### config.mk
export PLATFORM = sky130hd
export DESIGN_NAME = tcm_dport_flat
export DESIGN_NICKNAME = d
export VERILOG_FILES = /design/src/rtl/tcm_pkg.sv /design/src/rtl/tcm_dport_if.sv /design/src/rtl/tcm_dport.sv /design/src/flat_wrapper.sv
export SDC_FILE = /design/constraint.sdc
export NUM_CORES = 1
export LEC_CHECK = 0
export ABC_AREA = 0
export CAP_MARGIN = 20
export CORE_AREA = 2 2 114 116
export CTS_CLUSTER_SIZE = 20
export DETAILED_ROUTE_END_ITERATION = 6
export DIE_AREA = 0 0 116 118
export GPL_TIMING_DRIVEN = 0
export PLACE_DENSITY = 0.64
export SYNTH_ARGS = -nofsm -noshare
export SYNTH_HDL_FRONTEND = slang
export SYNTH_SLANG_ARGS = --single-unit
### constraint.sdc
create_clock -name clk_i -period 2.6 [get_ports clk_i]
set_clock_uncertainty 0.1 [all_clocks]
set_input_delay 0.65 -clock clk_i [delete_from_list [all_inputs] [get_ports clk_i]]
set_output_delay 0.65 -clock clk_i [all_outputs]
set_load 0.005 [all_outputs]
### src/rtl/tcm_pkg.sv
// Shared constants and enumerations for the TCM data-port front end.
package tcm_pkg;

    localparam int TCM_ADDR_W = 14;
    localparam int TCM_WORDS  = 16384;
    localparam int TAG_W      = 11;

    typedef enum logic {
        LOAD = 1'b0,
        RUN  = 1'b1
    } state_e;

    typedef enum logic {
        RSP_RAM  = 1'b0,
        RSP_ZERO = 1'b1
    } rsp_sel_e;

endpackage

### src/rtl/tcm_dport_if.sv
// Core data-memory request/ack bus between the core (master) and the TCM port (slave).
interface tcm_dport_if;
    import tcm_pkg::*;

    logic [31:0]      mem_d_addr_i;
    logic [31:0]      mem_d_data_wr_i;
    logic             mem_d_rd_i;
    logic [3:0]       mem_d_wr_i;
    logic             mem_d_cacheable_i;
    logic [TAG_W-1:0] mem_d_req_tag_i;
    logic             mem_d_invalidate_i;
    logic             mem_d_writeback_i;
    logic             mem_d_flush_i;
    logic [31:0]      mem_d_data_rd_o;
    logic             mem_d_accept_o;
    logic             mem_d_ack_o;
    logic             mem_d_error_o;
    logic [TAG_W-1:0] mem_d_resp_tag_o;

    modport master (
        output mem_d_addr_i, mem_d_data_wr_i, mem_d_rd_i, mem_d_wr_i,
               mem_d_cacheable_i, mem_d_req_tag_i, mem_d_invalidate_i,
               mem_d_writeback_i, mem_d_flush_i,
        input  mem_d_data_rd_o, mem_d_accept_o, mem_d_ack_o,
               mem_d_error_o, mem_d_resp_tag_o
    );

    modport slave (
        input  mem_d_addr_i, mem_d_data_wr_i, mem_d_rd_i, mem_d_wr_i,
               mem_d_cacheable_i, mem_d_req_tag_i, mem_d_invalidate_i,
               mem_d_writeback_i, mem_d_flush_i,
        output mem_d_data_rd_o, mem_d_accept_o, mem_d_ack_o,
               mem_d_error_o, mem_d_resp_tag_o
    );

endinterface

### src/rtl/tcm_dport.sv
// Core data-port front end for the 64KB TCM: boot-load ownership, range check,
// write strobes and a fixed one-cycle ack carrying the TCM's registered read data.
module tcm_dport
    import tcm_pkg::*;
#(
    parameter logic [31:0] BASE_ADDR = 32'h8000_0000,
    parameter bit          BOOT_LOAD = 1'b1
) (
    input  logic                  clk_i,
    input  logic                  rst_i,
    tcm_dport_if.slave            mem_d,
    output logic [TCM_ADDR_W-1:0] ram_addr_o,
    output logic [31:0]           ram_data_wr_o,
    output logic [3:0]            ram_wr_o,
    input  logic [31:0]           ram_data_rd_i,
    input  logic                  load_valid_i,
    input  logic [31:0]           load_addr_i,
    input  logic [31:0]           load_data_i,
    input  logic                  load_done_i,
    output logic                  run_o,
    output logic                  load_err_o,
    output logic [14:0]           load_count_o
);

    localparam logic [14:0] COUNT_MAX = 15'(TCM_WORDS);

    state_e           state_q, state_d;
    logic             ack_q, ack_d;
    logic             err_q, err_d;
    rsp_sel_e         sel_q, sel_d;
    logic [TAG_W-1:0] resp_tag_q, resp_tag_d;
    logic             load_err_q, load_err_d;
    logic [14:0]      load_count_q, load_count_d;

    logic             core_rw;
    logic             core_req;
    logic             core_in_win;
    logic             load_in_win;
    logic             accept;
    logic             ack_out;
    logic             unused_bits;

    assign core_rw     = mem_d.mem_d_rd_i | (|mem_d.mem_d_wr_i);
    assign core_req    = core_rw | mem_d.mem_d_invalidate_i |
                         mem_d.mem_d_writeback_i | mem_d.mem_d_flush_i;
    // The 64KB window is exactly one aligned 64KB page, so only the upper half matters.
    assign core_in_win = (mem_d.mem_d_addr_i[31:16] == BASE_ADDR[31:16]);
    assign load_in_win = (load_addr_i[31:16] == BASE_ADDR[31:16]);

    always_comb begin
        state_d       = state_q;
        load_err_d    = load_err_q;
        load_count_d  = load_count_q;
        ack_d         = 1'b0;
        err_d         = 1'b0;
        sel_d         = RSP_ZERO;
        resp_tag_d    = resp_tag_q;
        accept        = 1'b0;
        ram_addr_o    = mem_d.mem_d_addr_i[15:2];
        ram_data_wr_o = mem_d.mem_d_data_wr_i;
        ram_wr_o      = 4'h0;

        case (state_q)
            LOAD: begin
                ram_addr_o    = load_addr_i[15:2];
                ram_data_wr_o = load_data_i;
                if (load_valid_i) begin
                    if (load_in_win) begin
                        ram_wr_o = 4'hF;
                        if (load_count_q != COUNT_MAX) begin
                            load_count_d = load_count_q + 15'd1;
                        end
                    end else begin
                        load_err_d = 1'b1;
                    end
                end
                if (load_done_i) begin
                    state_d = RUN;
                end
            end
            RUN: begin
                accept = 1'b1;
                if (core_req) begin
                    ack_d      = 1'b1;
                    resp_tag_d = mem_d.mem_d_req_tag_i;
                    if (core_rw && !core_in_win) begin
                        err_d = 1'b1;
                    end else if (core_rw) begin
                        // Writes return the pre-write word because the TCM is read-first.
                        sel_d    = RSP_RAM;
                        ram_wr_o = mem_d.mem_d_wr_i;
                    end
                end
            end
            default: begin
                state_d = state_q;
            end
        endcase

        if (rst_i) begin
            accept   = 1'b0;
            ram_wr_o = 4'h0;
        end
    end

    always_ff @(posedge clk_i) begin
        if (rst_i) begin
            state_q      <= BOOT_LOAD ? LOAD : RUN;
            ack_q        <= 1'b0;
            err_q        <= 1'b0;
            sel_q        <= RSP_ZERO;
            resp_tag_q   <= '0;
            load_err_q   <= 1'b0;
            load_count_q <= '0;
        end else begin
            state_q      <= state_d;
            ack_q        <= ack_d;
            err_q        <= err_d;
            sel_q        <= sel_d;
            resp_tag_q   <= resp_tag_d;
            load_err_q   <= load_err_d;
            load_count_q <= load_count_d;
        end
    end

    // A response still in flight when reset arrives is suppressed immediately.
    assign ack_out                = ack_q & ~rst_i;
    assign mem_d.mem_d_ack_o      = ack_out;
    assign mem_d.mem_d_error_o    = err_q & ack_out;
    assign mem_d.mem_d_resp_tag_o = resp_tag_q;
    assign mem_d.mem_d_data_rd_o  = (ack_out && (sel_q == RSP_RAM)) ? ram_data_rd_i : 32'h0;
    assign mem_d.mem_d_accept_o   = accept;

    assign run_o        = (state_q == RUN);
    assign load_err_o   = load_err_q;
    assign load_count_o = load_count_q;

    assign unused_bits = ^{mem_d.mem_d_cacheable_i, mem_d.mem_d_addr_i[1:0], load_addr_i[1:0]};

endmodule

### src/flat_wrapper.sv
// flat-port wrapper written by rule: the top's interface ports become plain ports
module tcm_dport_flat import tcm_pkg::*;
#(
    parameter logic [31:0] BASE_ADDR = 32'h8000_0000,
    parameter bit          BOOT_LOAD = 1'b1
)
  (clk_i, rst_i, ram_addr_o, ram_data_wr_o, ram_wr_o, ram_data_rd_i, load_valid_i, load_addr_i, load_data_i, load_done_i, run_o, load_err_o, load_count_o, mem_d_mem_d_addr_i, mem_d_mem_d_data_wr_i, mem_d_mem_d_rd_i, mem_d_mem_d_wr_i, mem_d_mem_d_cacheable_i, mem_d_mem_d_req_tag_i, mem_d_mem_d_invalidate_i, mem_d_mem_d_writeback_i, mem_d_mem_d_flush_i, mem_d_mem_d_data_rd_o, mem_d_mem_d_accept_o, mem_d_mem_d_ack_o, mem_d_mem_d_error_o, mem_d_mem_d_resp_tag_o);
  tcm_dport_if mem_d_i ();
  input  logic clk_i;
  input  logic rst_i;
  output logic [TCM_ADDR_W-1:0] ram_addr_o;
  output logic [31:0] ram_data_wr_o;
  output logic [3:0] ram_wr_o;
  input  logic [31:0] ram_data_rd_i;
  input  logic load_valid_i;
  input  logic [31:0] load_addr_i;
  input  logic [31:0] load_data_i;
  input  logic load_done_i;
  output logic run_o;
  output logic load_err_o;
  output logic [14:0] load_count_o;
  input wire logic [$bits(mem_d_i.mem_d_addr_i)-1:0] mem_d_mem_d_addr_i;
  input wire logic [$bits(mem_d_i.mem_d_data_wr_i)-1:0] mem_d_mem_d_data_wr_i;
  input wire logic [$bits(mem_d_i.mem_d_rd_i)-1:0] mem_d_mem_d_rd_i;
  input wire logic [$bits(mem_d_i.mem_d_wr_i)-1:0] mem_d_mem_d_wr_i;
  input wire logic [$bits(mem_d_i.mem_d_cacheable_i)-1:0] mem_d_mem_d_cacheable_i;
  input wire logic [$bits(mem_d_i.mem_d_req_tag_i)-1:0] mem_d_mem_d_req_tag_i;
  input wire logic [$bits(mem_d_i.mem_d_invalidate_i)-1:0] mem_d_mem_d_invalidate_i;
  input wire logic [$bits(mem_d_i.mem_d_writeback_i)-1:0] mem_d_mem_d_writeback_i;
  input wire logic [$bits(mem_d_i.mem_d_flush_i)-1:0] mem_d_mem_d_flush_i;
  output wire logic [$bits(mem_d_i.mem_d_data_rd_o)-1:0] mem_d_mem_d_data_rd_o;
  output wire logic [$bits(mem_d_i.mem_d_accept_o)-1:0] mem_d_mem_d_accept_o;
  output wire logic [$bits(mem_d_i.mem_d_ack_o)-1:0] mem_d_mem_d_ack_o;
  output wire logic [$bits(mem_d_i.mem_d_error_o)-1:0] mem_d_mem_d_error_o;
  output wire logic [$bits(mem_d_i.mem_d_resp_tag_o)-1:0] mem_d_mem_d_resp_tag_o;
  assign mem_d_i.mem_d_addr_i = mem_d_mem_d_addr_i;
  assign mem_d_i.mem_d_data_wr_i = mem_d_mem_d_data_wr_i;
  assign mem_d_i.mem_d_rd_i = mem_d_mem_d_rd_i;
  assign mem_d_i.mem_d_wr_i = mem_d_mem_d_wr_i;
  assign mem_d_i.mem_d_cacheable_i = mem_d_mem_d_cacheable_i;
  assign mem_d_i.mem_d_req_tag_i = mem_d_mem_d_req_tag_i;
  assign mem_d_i.mem_d_invalidate_i = mem_d_mem_d_invalidate_i;
  assign mem_d_i.mem_d_writeback_i = mem_d_mem_d_writeback_i;
  assign mem_d_i.mem_d_flush_i = mem_d_mem_d_flush_i;
  assign mem_d_mem_d_data_rd_o = mem_d_i.mem_d_data_rd_o;
  assign mem_d_mem_d_accept_o = mem_d_i.mem_d_accept_o;
  assign mem_d_mem_d_ack_o = mem_d_i.mem_d_ack_o;
  assign mem_d_mem_d_error_o = mem_d_i.mem_d_error_o;
  assign mem_d_mem_d_resp_tag_o = mem_d_i.mem_d_resp_tag_o;
  tcm_dport #(.BASE_ADDR(BASE_ADDR), .BOOT_LOAD(BOOT_LOAD)) u_core (.clk_i(clk_i), .rst_i(rst_i), .mem_d(mem_d_i), .ram_addr_o(ram_addr_o), .ram_data_wr_o(ram_data_wr_o), .ram_wr_o(ram_wr_o), .ram_data_rd_i(ram_data_rd_i), .load_valid_i(load_valid_i), .load_addr_i(load_addr_i), .load_data_i(load_data_i), .load_done_i(load_done_i), .run_o(run_o), .load_err_o(load_err_o), .load_count_o(load_count_o));
endmodule
==> impl_metrics.toml <==
[status]
status = "complete, but fails checks"
violations = "negative setup slack"

[synthesis]
ys.flop_type = "dfxtp_1"
synthesis.nets = 446
yosysSeqAreaShare = 0.262
avgSynthCellArea_sq_um = 9.12
synthCells = 260
synth.area.top_cells = "dfxtp_1 26%, mux2_1 15%, mux2_2 9.0%, and2_1 8.7%, mux2i_1 5.1%"
ys_types = 36
yosys.cell_count.top_type = "and2_1"
syn_area_sq_mm = 0.00237
synth_edf_count = 0
async_reset_ff_frac = 0
synth_common_cells = "33 x and2_1, 31 x dfxtp_1, 31 x mux2_1"
ys_warn_count = 0
yosys_register_bits = 31
yosysTopAreaCellShare = 0.262
yosys.area.top_type = "dfxtp_1"

[layout]
final_nets = 764
layout-drive-gt1-share = 0.188
fin_cells = 751
fill_cells = 1186
stdcell_area_sq_mm = 0.00603
n_antenna_cell = 0
area_growth_pct = 154

[floorplan]
die-area_sq_mm = 0.0137
initial_core_util = 0.191
rows = 41
coreArea_sq_mm = 0.0124
ios = 297
die_y_microns = 118
fp.dieW_microns = 116

[detailed_routing]
drt_iter0_drc = 114
postRouteWirelength_microns = 13000
drt-vias-per-instance = 4.34
dr_total_vias = 3261
ant_nets = 0
dr.pass1.iters = 5
wl_per_cell_microns = 17.3
drcViolationCount = 0

[worst_setup_path]
crit_cells = 7
r2r-end = "u_core.load_count_o[0]"
cp_slowest_cell = "or3b_4"
cp_cell_sequence = "buf_6, nor4_4, nand4_4, or3b_4, buf_6, a21oi_4, buf_2"
start_kind = "primary input"
crit_path_max_fanout = 3
crit_type = "in -> out"
crit_buf_inv = 3
startpoint = "load_addr_i[30]"
rrSetupSlack_ps = 570
slowest_delay_ps = 440
cp_top_family = "simple AND/OR/NAND/NOR gates"
rr_worst_depth = 6
critPathCapture = "ram_wr_o[0]"
cp.arrival_ps = 2110
worstSetupEndpointType = "output port"
reg2reg_from = "u_core.load_count_o[0]"
cpMostUsedCell = "buf_6"
required_ps = 1850

[grt]
grt_pass1_vias = 3459
use_met1 = 0.227
grt-busiest-layer = "met2"
grt_pass1_wl_microns = 19000
grtUsageTotal = 0.182
use_met2 = 0.307
grt-ovfl-total = 0
grt_max_degree = 11
antenna_found_initial = 0
grtUsageMet3 = 0.0608

[hold_path]
hold_path.class = "reg -> reg"

[job]
maxCapViolCount = 0

[power_and_ir_drop]
ir_drop_uv = 223
pwr_density_cell_mw_per_mm2 = 286
p_leak_nw = 2.64

[sta]
fin_crit_ps = 2860
max_slew_margin = 0.646
setup_viol = 4
fmax_mhz = 349
maxSlewViolCount = 0
rsz0062_at_grt = "true"
tightest_slew_ps = 531
whs_ps = 374
hold_violations = 0
finalWorstSetupSlack_ps = -262
period_share = 1.10
tns_ps = -997

[place]
placed_area_sq_mm = 0.00550
place.gp.congestion = 0.844
dp_cells = 723
hpwl_microns = 10900
post-place-ws_ps = -1290
numPortBuffers = 291

[clock_tree]
cts.sinks = 31
clk_root_buffer_cell = "clkbuf_16"
cts_made_buffers = 5
clkTransAtPathRegs_ps = 50
cts_tree = "done"
clock_path_buffers = 2
clk_latency_ps = 270
htreeDepth = 2
hold_buffers = 0
[worst register-to-register path, cell delays in order, from the launching register on]
cell and delay [ps]:
dfxtp_1 460, inv_1 100, ha_1 210, nor4b_1 150, and4_1 260, nor3b_2 290, mux2_1 350
[metrics by stage]
step	util	power (mW)
3_3_place_gp	0.443	1.11
4_1_cts	0.475	1.73
3_5_place_dp	0.443	1.11
5_1_grt	0.486	1.80
2_1_floorplan	-	0.647
6_report	0.486	1.72
[kinds of logic (layout without fill, tap and decap cells)]
| kind of cell | after synthesis | count (layout) | synth area share |
|---|---|---|---|
| buffers and inverters | 22 | 341 | 0.0411 |
| flip-flops | 31 | 31 | 0.262 |
| AND/OR/NAND/NOR | 117 | 117 | 0.329 |
| AO/OA/AOI/OAI | 26 | 26 | 0.0701 |
| adder cells (fa/ha/maj) | 2 | 2 | 0.0105 |
| multiplexers | 62 | 62 | 0.288 |
[power by group]
part           internal [mW]  switching [mW]
logic                  0.422           0.186
registers              0.490         0.00734
clock network          0.407           0.210
total                   1.32           0.404
[flip-flops by register name, summed over array words and instances, names as in the netlist]
| name | flops |
|---|---|
| u_core.sel_q | 1 |
| u_core.err_q | 1 |
| u_core.load_count_o | 15 |
| u_core.mem_d.mem_d_resp_tag_o | 11 |
| u_core.load_err_o | 1 |
| u_core.run_o | 1 |
| u_core.ack_q | 1 |
[layer usage]
| layer | wire [microns] | vias to the layer above | part of all wire |
|---|---|---|---|
| met5 | 0 | - | 0 |
| met4 | 199 | 0 | 0.015 |
| met3 | 1290 | 15 | 0.10 |
| met2 | 6310 | 191 | 0.49 |
| met1 | 5160 | 1475 | 0.40 |
| li1 | - | 1580 | - |
[worst min-delay path by stage]
stage | end | cells after the start | slack, ps | startpoint
floorplan | u_core.load_err_o | 2 | 360 | u_core.load_err_o
global route | u_core.load_err_o | 2 | 400 | u_core.load_err_o
detailed placement | u_core.load_err_o | 2 | 360 | u_core.load_err_o
global placement | u_core.load_err_o | 2 | 360 | u_core.load_err_o
finish | u_core.load_err_o | 2 | 370 | u_core.load_err_o
CTS | u_core.load_err_o | 2 | 370 | u_core.load_err_o
[placed cells by master, fill, tap and decap left out, drive strengths merged]
| cell | instances |
|---|---|
| mux2 | 50 |
| nand2b | 2 |
| and3 | 1 |
| mux2i | 12 |
| a21oi | 15 |
| nor2b | 6 |
| buf | 44 |
| and2b | 1 |
| o21ai | 2 |
| nor4 | 8 |
| nor3 | 1 |
| nand4 | 3 |
| and4 | 4 |
| clkbuf | 23 |
| and2 | 33 |
| or3b | 1 |
| o31ai | 9 |
| clkdlybuf4s50 | 192 |
| nor3b | 2 |
| or3 | 2 |
| ha | 2 |
| nand2 | 5 |
| nor2 | 23 |
| clkdlybuf4s15 | 4 |
| nand3 | 10 |
| nor4b | 5 |
| or4 | 10 |
| dlymetal6s2s | 22 |
| dfxtp | 31 |
| dlygate4sd2 | 52 |
| inv | 4 |
[layout make-up]
cell class	count	area [sq um]	area share
multi-input combinational	207	1800	0.298
buffer	16	170	0.0282
sequential	31	622	0.103
clock buffer	8	156	0.0259
timing repair buffer	313	3060	0.506
inverter	4	15.0	0.00249
tap	172	215	0.0357
[timing repair]
item	in CTS	in global routing
cloned	3	0
buffers inserted	14	5
pin swaps	13	13
setup endpoints to repair	85	24
resized for setup	201	40
(Power assumes the default switching activity.)
